## src/rtl/mreq_seqn_pkg.sv

```systemverilog
// Shared helpers for the MREQ sequencer: index-width sizing for the slave pointer.
package mreq_seqn_pkg;

  function automatic int unsigned idx_width(input int unsigned n);
    return (n > 1) ? $clog2(n) : 1;
  endfunction

endpackage

```

## src/rtl/mreq_seqn_ffs_from.sv

```systemverilog
// Combinational search: lowest set bit of vec at or above position from.
module ffs_from
  import mreq_seqn_pkg::*;
#(
  parameter int unsigned N  = 4,
  parameter int unsigned IW = idx_width(N)
) (
  input  logic [N-1:0]  vec,
  input  logic [IW-1:0] from,
  output logic          found_c,
  output logic [IW-1:0] pos_c
);

  // Scan downward so the lowest qualifying bit is the last one written.
  always_comb begin
    found_c = 1'b0;
    pos_c   = '0;
    for (int k = N - 1; k >= 0; k--) begin
      if (vec[k] && (k >= int'(from))) begin
        found_c = 1'b1;
        pos_c   = IW'(k);
      end
    end
  end

endmodule

```

## src/rtl/mreq_seqn.sv

```systemverilog
// MREQ sequencer: fans one master request out to a masked set of slaves,
// either in index order or all at once, and strobes o_ready on the last handshake.
module mreq_seqn
  import mreq_seqn_pkg::*;
#(
  parameter int unsigned N        = 4,
  parameter int unsigned PARALLEL = 0
) (
  input  logic         i_clk,
  input  logic         i_rst_n,
  input  logic         i_valid,
  output logic         o_ready,
  input  logic [N-1:0] i_mask,
  output logic [N-1:0] o_valid,
  input  logic [N-1:0] i_ready,
  output logic         o_busy
);

  localparam int unsigned IW = idx_width(N);

  typedef enum logic {
    IDLE  = 1'b0,
    SERVE = 1'b1
  } state_e;

  state_e        state_q, state_d;
  logic [N-1:0]  pending_q, pending_d;
  logic [IW-1:0] idx_q, idx_d;
  logic [N-1:0]  valid_q, valid_d;
  logic          busy_q, busy_d;

  logic [N-1:0]  hs;
  logic [N-1:0]  remain;
  logic          acc_found, nxt_found;
  logic [IW-1:0] acc_pos, nxt_pos;

  // Only slaves currently offered a request can complete.
  assign hs     = valid_q & i_ready;
  assign remain = pending_q & ~hs;

  ffs_from #(.N(N), .IW(IW)) u_ffs_acc (
    .vec     (i_mask),
    .from    ('0),
    .found_c (acc_found),
    .pos_c   (acc_pos)
  );

  ffs_from #(.N(N), .IW(IW)) u_ffs_nxt (
    .vec     (remain),
    .from    (idx_q),
    .found_c (nxt_found),
    .pos_c   (nxt_pos)
  );

  always_comb begin
    state_d   = state_q;
    pending_d = pending_q;
    idx_d     = idx_q;
    valid_d   = '0;
    o_ready   = 1'b0;

    case (state_q)
      IDLE: begin
        if (i_valid) begin
          if (acc_found) begin
            pending_d = i_mask;
            state_d   = SERVE;
            if (PARALLEL == 0) idx_d = acc_pos;
            else               idx_d = '0;
          end else begin
            o_ready = 1'b1;
          end
        end
      end
      SERVE: begin
        pending_d = remain;
        if (PARALLEL != 0) begin
          if (remain == '0) begin
            o_ready = 1'b1;
            state_d = IDLE;
          end
        end else if (|hs) begin
          if (nxt_found) begin
            idx_d = nxt_pos;
          end else begin
            o_ready = 1'b1;
            state_d = IDLE;
            idx_d   = '0;
          end
        end
      end
      default: state_d = IDLE;
    endcase

    // Request lines are decoded from next state so they leave a flop.
    if (state_d == SERVE) begin
      if (PARALLEL != 0) valid_d = pending_d;
      else               valid_d[idx_d] = pending_d[idx_d];
    end
    busy_d = (state_d == SERVE);
  end

  always_ff @(posedge i_clk) begin
    if (!i_rst_n) begin
      state_q   <= IDLE;
      pending_q <= '0;
      idx_q     <= '0;
      valid_q   <= '0;
      busy_q    <= 1'b0;
    end else begin
      state_q   <= state_d;
      pending_q <= pending_d;
      idx_q     <= idx_d;
      valid_q   <= valid_d;
      busy_q    <= busy_d;
    end
  end

  assign o_valid = valid_q;
  assign o_busy  = busy_q;

endmodule
```

## config.mk

```make
export PLATFORM = sky130hd
export DESIGN_NAME = mreq_seqn
export DESIGN_NICKNAME = d
export VERILOG_FILES = /design/src/rtl/mreq_seqn_pkg.sv /design/src/rtl/mreq_seqn_ffs_from.sv /design/src/rtl/mreq_seqn.sv
export SDC_FILE = /design/constraint.sdc
export NUM_CORES = 1
export LEC_CHECK = 0
export ABC_AREA = 1
export CORE_MARGIN = 1
export CORE_UTILIZATION = 51
export DETAILED_ROUTE_END_ITERATION = 10
export PLACE_DENSITY = 0.89
export SYNTH_ARGS = -nofsm -noshare
export SYNTH_HDL_FRONTEND = slang
export SYNTH_SLANG_ARGS = --single-unit
export TNS_END_PERCENT = 5
```

## constraint.sdc

```tcl
create_clock -name i_clk -period 1.95 [get_ports i_clk]
set_clock_uncertainty 0.2 [all_clocks]
set_input_delay 0.39 -clock i_clk [delete_from_list [all_inputs] [get_ports i_clk]]
set_output_delay 0.39 -clock i_clk [all_outputs]
set_load 0.01 [all_outputs]
```

==> out/qor.yml <==
synth_compound_area_share_pct: 14.2
p_seq_share_pct: 37.4
gr-total-overflow: 0
ys_seq_area_share_pct: 30.9
end_kind: "primary output"
rsz0062_at_grt: "true"
netlist_area_um2: 712
yosys.area_share.xor_xnor_pct: 0
vias: 954
dieArea_mm2: 0.00155
fin_util_pct: 88.0
initial_utilization_pct: 54.7
vdd_drop_max_mv: 0.608
nets: 161
first_pass_iters: 4
worst_r2r_path_depth: 11
path_clk_slew_ns: 0.08
required_ns: 1.36
r2r_end: "o_valid[3]$_SDFF_PN0_"
finalHoldViolations: 0
fmax_mhz: 483
routed_wl_um: 2850
endpoint: "o_ready"
drive_gt1_share_pct: 48.3
ff2ff_setup_slack_ns: 0.11
clock-sinks: 11
p_sw_share_pct: 37.2
synth_top_family_by_area: "simple AND/OR/NAND/NOR gates"
drv_cap: 0
status: "finished, violations left"
dpl.cell_count: 152
leakage_nw: 0.554
area_growth_syn_to_layout_pct: 60.8
worstSkewPairLatency_ns: 0.28
wl_per_cell_um: 17.4
power.density_mw_per_mm2: 614
cts_tree: "done"
rows: 13
setup_viol: 2
layout_commonest_cell: "buf_4"
critPathKind: "reg -> out"
syn_avg_cell_area_um2: 6.91
ys_ff_latch: 11
critical_path.max_fanout: 3
min-delay-path-class: "reg -> reg"
p_switching_mw: 0.261
final_area_mm2: 0.00114
path_delay_family: "flip-flops"
cp_common_cell: "nand2_2"
yosysWarnings: 0
arrival_ns: 1.48
synth_cell_type_count: 20
path_cells: "nand2_2 -> nand2_2 -> inv_2 -> nand2_2 -> nand3_2 -> o21ai_2 -> a21boi_2 -> buf_2"
fp.dieH_um: 39.4
track_usage_pct: 36.2
grt_pass1_wl_um: 3620
diodes: 0
ant_nets: 0
via_per_inst: 5.82
slew_headroom_pct: 76.7
path_buf_inv: 2
yosys-mux-area-fraction_pct: 0
grt_max_degree: 10
violations: "negative setup slack"
min_period_ns: 2.07
hold_ws_ns: 0.447
synth_simple_gate_area_share_pct: 45.3
synth_adder_area_share_pct: 0
clkPwrFrac_pct: 24.8
crit_path_start: "o_valid[1]$_SDFF_PN0_"
die_w_um: 39.4
cpPeakStageDelay_ns: 0.35
final_cell_count_no_fill: 164
placed_area_mm2: 0.00103
num_io_pins: 17
dpl.hpwl_um: 1530
syn_nets: 114
cpMaxStageDelayCell: "dfxtp_2"
tightestPinTransition_ns: 0.349
gp_congestion: 0.920
antenna_found_initial: 0
cts_buffers: 3
comb_power_share_pct: 37.8
grt_pass1_vias: 820
drtIter0Drc: 70
port_buffers: 16
syn_inst: 103
final.period_utilization_pct: 106
coreArea_mm2: 0.00130
crit_cells: 8
drc_errors: 0
timing.rr.start: "o_valid[1]$_SDFF_PN0_"
internal_power_mw: 0.442
final_cell_mix: "buf_4, nand2_1, nand2_2, nor2_1, clkdlybuf4s50_1"
root_buffer: "clkbuf_4"
clk_path_buf_depth: 2
fin_ws_ns: -0.120
crit_path_start_kind: "register"
maxSlewViolCount: 0
preCtsSetupSlack_ns: -0.730
cts_max_level: 1
==> synthesized netlist by cell type (all sizes together) <==
master	number	share of area (%)
inv	12	6.3
a21oi	8	6.2
nand3	12	12
nand4	1	0.88
o21ai	3	2.1
buf	2	2.1
dfxtp	11	31
nor2	15	9.3
nand2	32	23
clkinv	2	1.1
o211ai	1	1.8
a21boi	1	1.1
a22oi	3	3.2
==> tightest hold or removal path, stage by stage, from the launching register on <==
cell and delay, ns:
dfxtp_1 0.35, nand2_1 0.08, a22oi_1 0.07, nand3_1 0.09
nor2_1 0.04
==> final cells by class <==
cell class | count | area, µm²
Fill cell | 56 | 156
Timing Repair Buffer | 44 | 360
Multi-Input combinational cell | 76 | 457
Inverter | 14 | 52.6
Tap cell | 15 | 18.8
Sequential cell | 11 | 230
Clock buffer | 4 | 26.3
==> power by group through the flow <==
stage / Combinational [mW] / Sequential, mW / Clock (mW)
after floorplan: 0.128 / 0.262 / 0
after global placement: 0.224 / 0.262 / 0
after detailed placement: 0.233 / 0.263 / 0
after CTS: 0.241 / 0.260 / 0.156
after global routing: 0.283 / 0.264 / 0.181
final: 0.266 / 0.263 / 0.174
==> cells by family (layout without fill, tap and decap cells) <==
family | Yosys count | in the layout
buf+inv | 16 | 62
compound gates | 16 | 16
flops | 11 | 11
simple gates | 60 | 60
==> per-layer routing <==
layer | global-route usage [%] | routed length, µm | part of all wire [%]
met1 | 40.0 | 1070 | 37
met2 | 65.0 | 1310 | 46
met3 | 6.82 | 329 | 12
met4 | 18.1 | 146 | 5.1
met5 | 0 | 0 | 0
==> repair_timing <==
action / 4_1_cts / 5_1_grt
gates resized for setup: 21 / 7
setup buffers: 5 / 3
endpoints found under the setup margin: 2 / 2
hold buffers: 0 / 0
pin swaps: 8 / 3
==> registers in the layout (all words and copies together), names as in the netlist <==
register / flops
idx_q: 2
pending_q: 4
o_valid: 4
o_busy: 1
==> metrics by stage <==
step / setup TNS, ns / total power, mW
final: -0.180 / 0.703
after detailed placement: -1.02 / 0.496
after CTS: -0.00439 / 0.656
after global placement: -0.698 / 0.485
after floorplan: 0 / 0.389
after global routing: -0.205 / 0.728
==> worst min-delay path by stage <==
stage | from | endpoint | slack, ns | cells after the start
CTS | pending_q[2]$_SDFF_PN0_ | pending_q[2]$_SDFF_PN0_ | 0.41 | 4
detailed placement | pending_q[3]$_SDFF_PN0_ | pending_q[3]$_SDFF_PN0_ | 0.38 | 4
finish | pending_q[1]$_SDFF_PN0_ | o_valid[1]$_SDFF_PN0_ | 0.45 | 4
global route | pending_q[1]$_SDFF_PN0_ | pending_q[1]$_SDFF_PN0_ | 0.47 | 4
floorplan | pending_q[3]$_SDFF_PN0_ | pending_q[3]$_SDFF_PN0_ | 0.33 | 4
global placement | pending_q[3]$_SDFF_PN0_ | pending_q[3]$_SDFF_PN0_ | 0.36 | 4
No activity file was read; power rests on OpenSTA's default activity.
==> variant (same settings) <==
`N` is set to 4 in 2 places; all go to 5.
--- a/src/rtl/mreq_seqn_ffs_from.sv
+++ b/src/rtl/mreq_seqn_ffs_from.sv
@@ -2,7 +2,7 @@
 module ffs_from
   import mreq_seqn_pkg::*;
 #(
-  parameter int unsigned N  = 4,
+  parameter int unsigned N  = 5,
   parameter int unsigned IW = idx_width(N)
 ) (
   input  logic [N-1:0]  vec,
--- a/src/rtl/mreq_seqn.sv
+++ b/src/rtl/mreq_seqn.sv
@@ -3,7 +3,7 @@
 module mreq_seqn
   import mreq_seqn_pkg::*;
 #(
-  parameter int unsigned N        = 4,
+  parameter int unsigned N        = 5,
   parameter int unsigned PARALLEL = 0
 ) (
   input  logic         i_clk,
Interface: changed (resized i_mask, i_ready and o_valid); port bits go from 17 to 20. No check against the original RTL was run, so the function may have changed too.
==> variant against the unedited design <==
- synthesized area is 58% higher
- the run now fails in global routing (5_1_grt)
==> variant: results (changes against the unedited design) <==
stage	metric	value	unit	change
clock_tree	clk_path_buf_depth	2		unchanged
synthesis	synthArstFlopShare	0		unchanged
outcome	error_line	[ERROR GRT-0232] Routing congestion too high. Check the congestion heatmap in the GUI.		
synthesis	synth_cell_type_count	22		+10%
clock_tree	cts_sinks	14		+3
synthesis	netlist_top_cells_count	nand2_1, inv_1, nor2_1		
synthesis	synth_nets	193		+69%
global_routing	grtUsageTotal	0.5407		
placed_design	hpwlAfterDp	2846	um	+87%
outcome	stop_stage	global routing (5_1_grt)		
clock_tree	cts_root_buf	clkbuf_4		
clock_tree	cts_max_level	1		unchanged
synthesis	ys_top_cells_by_area	dfxtp_1, nand2_1, inv_1		
synthesis	synth_warnings	0		unchanged
synthesis	ys_seq_area_frac	0.2486		-0.06070
placed_design	place_area	0.001577	mm2	+54%
global_routing	grt_overflow	4		
placed_design	gp_congestion	0.9513		+3.4%
die	die_w	49.02	um	+25%
sta	grt-worst-endpoint	o_ready		
sta	endpoint_type	top-level output		
synthesis	synth_top_flop_cell	dfxtp_1		
global_routing	grt_max_degree	13		
clock_tree	cts_hold_buffers	0		unchanged
clock_tree	cts_made_buffers	3		unchanged
outcome	status	stopped before the end		
placed_design	port-buffer-count	19		+3
variant: changes by cell type after synthesis, moves of 4 or more:
cell	unedited run	this run
nor2_1	11	17
nor2_2	4	9
nand3_1	7	15
nand2_2	12	8
o21ai_0	1	5
inv_1	11	25
nand2_1	18	52
variant: metrics by stage:
step                TNS [ps]    util  worst slack (ps)  cells
CTS                   -572.1  0.8694            -142.1    268
detailed placement     -4152  0.7797            -784.0    257
global placement       -3606  0.7797            -756.6    257
floorplan                  0       -             107.6    180
variant: cell families after synthesis:
group | count (synthesis) | share of synthesized area
AND/OR/NAND/NOR | 117 | 0.5338
buffers and inverters | 31 | 0.1232
flip-flops | 14 | 0.2486
AO/OA/AOI/OAI | 18 | 0.09434
variant: per-layer routing:
layer,GRT overflow,global-route usage
met1,0,0.5507
met2,1,0.7639
met3,0,0.2773
met4,3,0.5686
met5,0,0
variant: repair_timing:
item / in CTS
pin swaps: 12
gates cloned: 0
resized for setup: 38
setup buffers: 7
endpoints found under the setup margin: 8
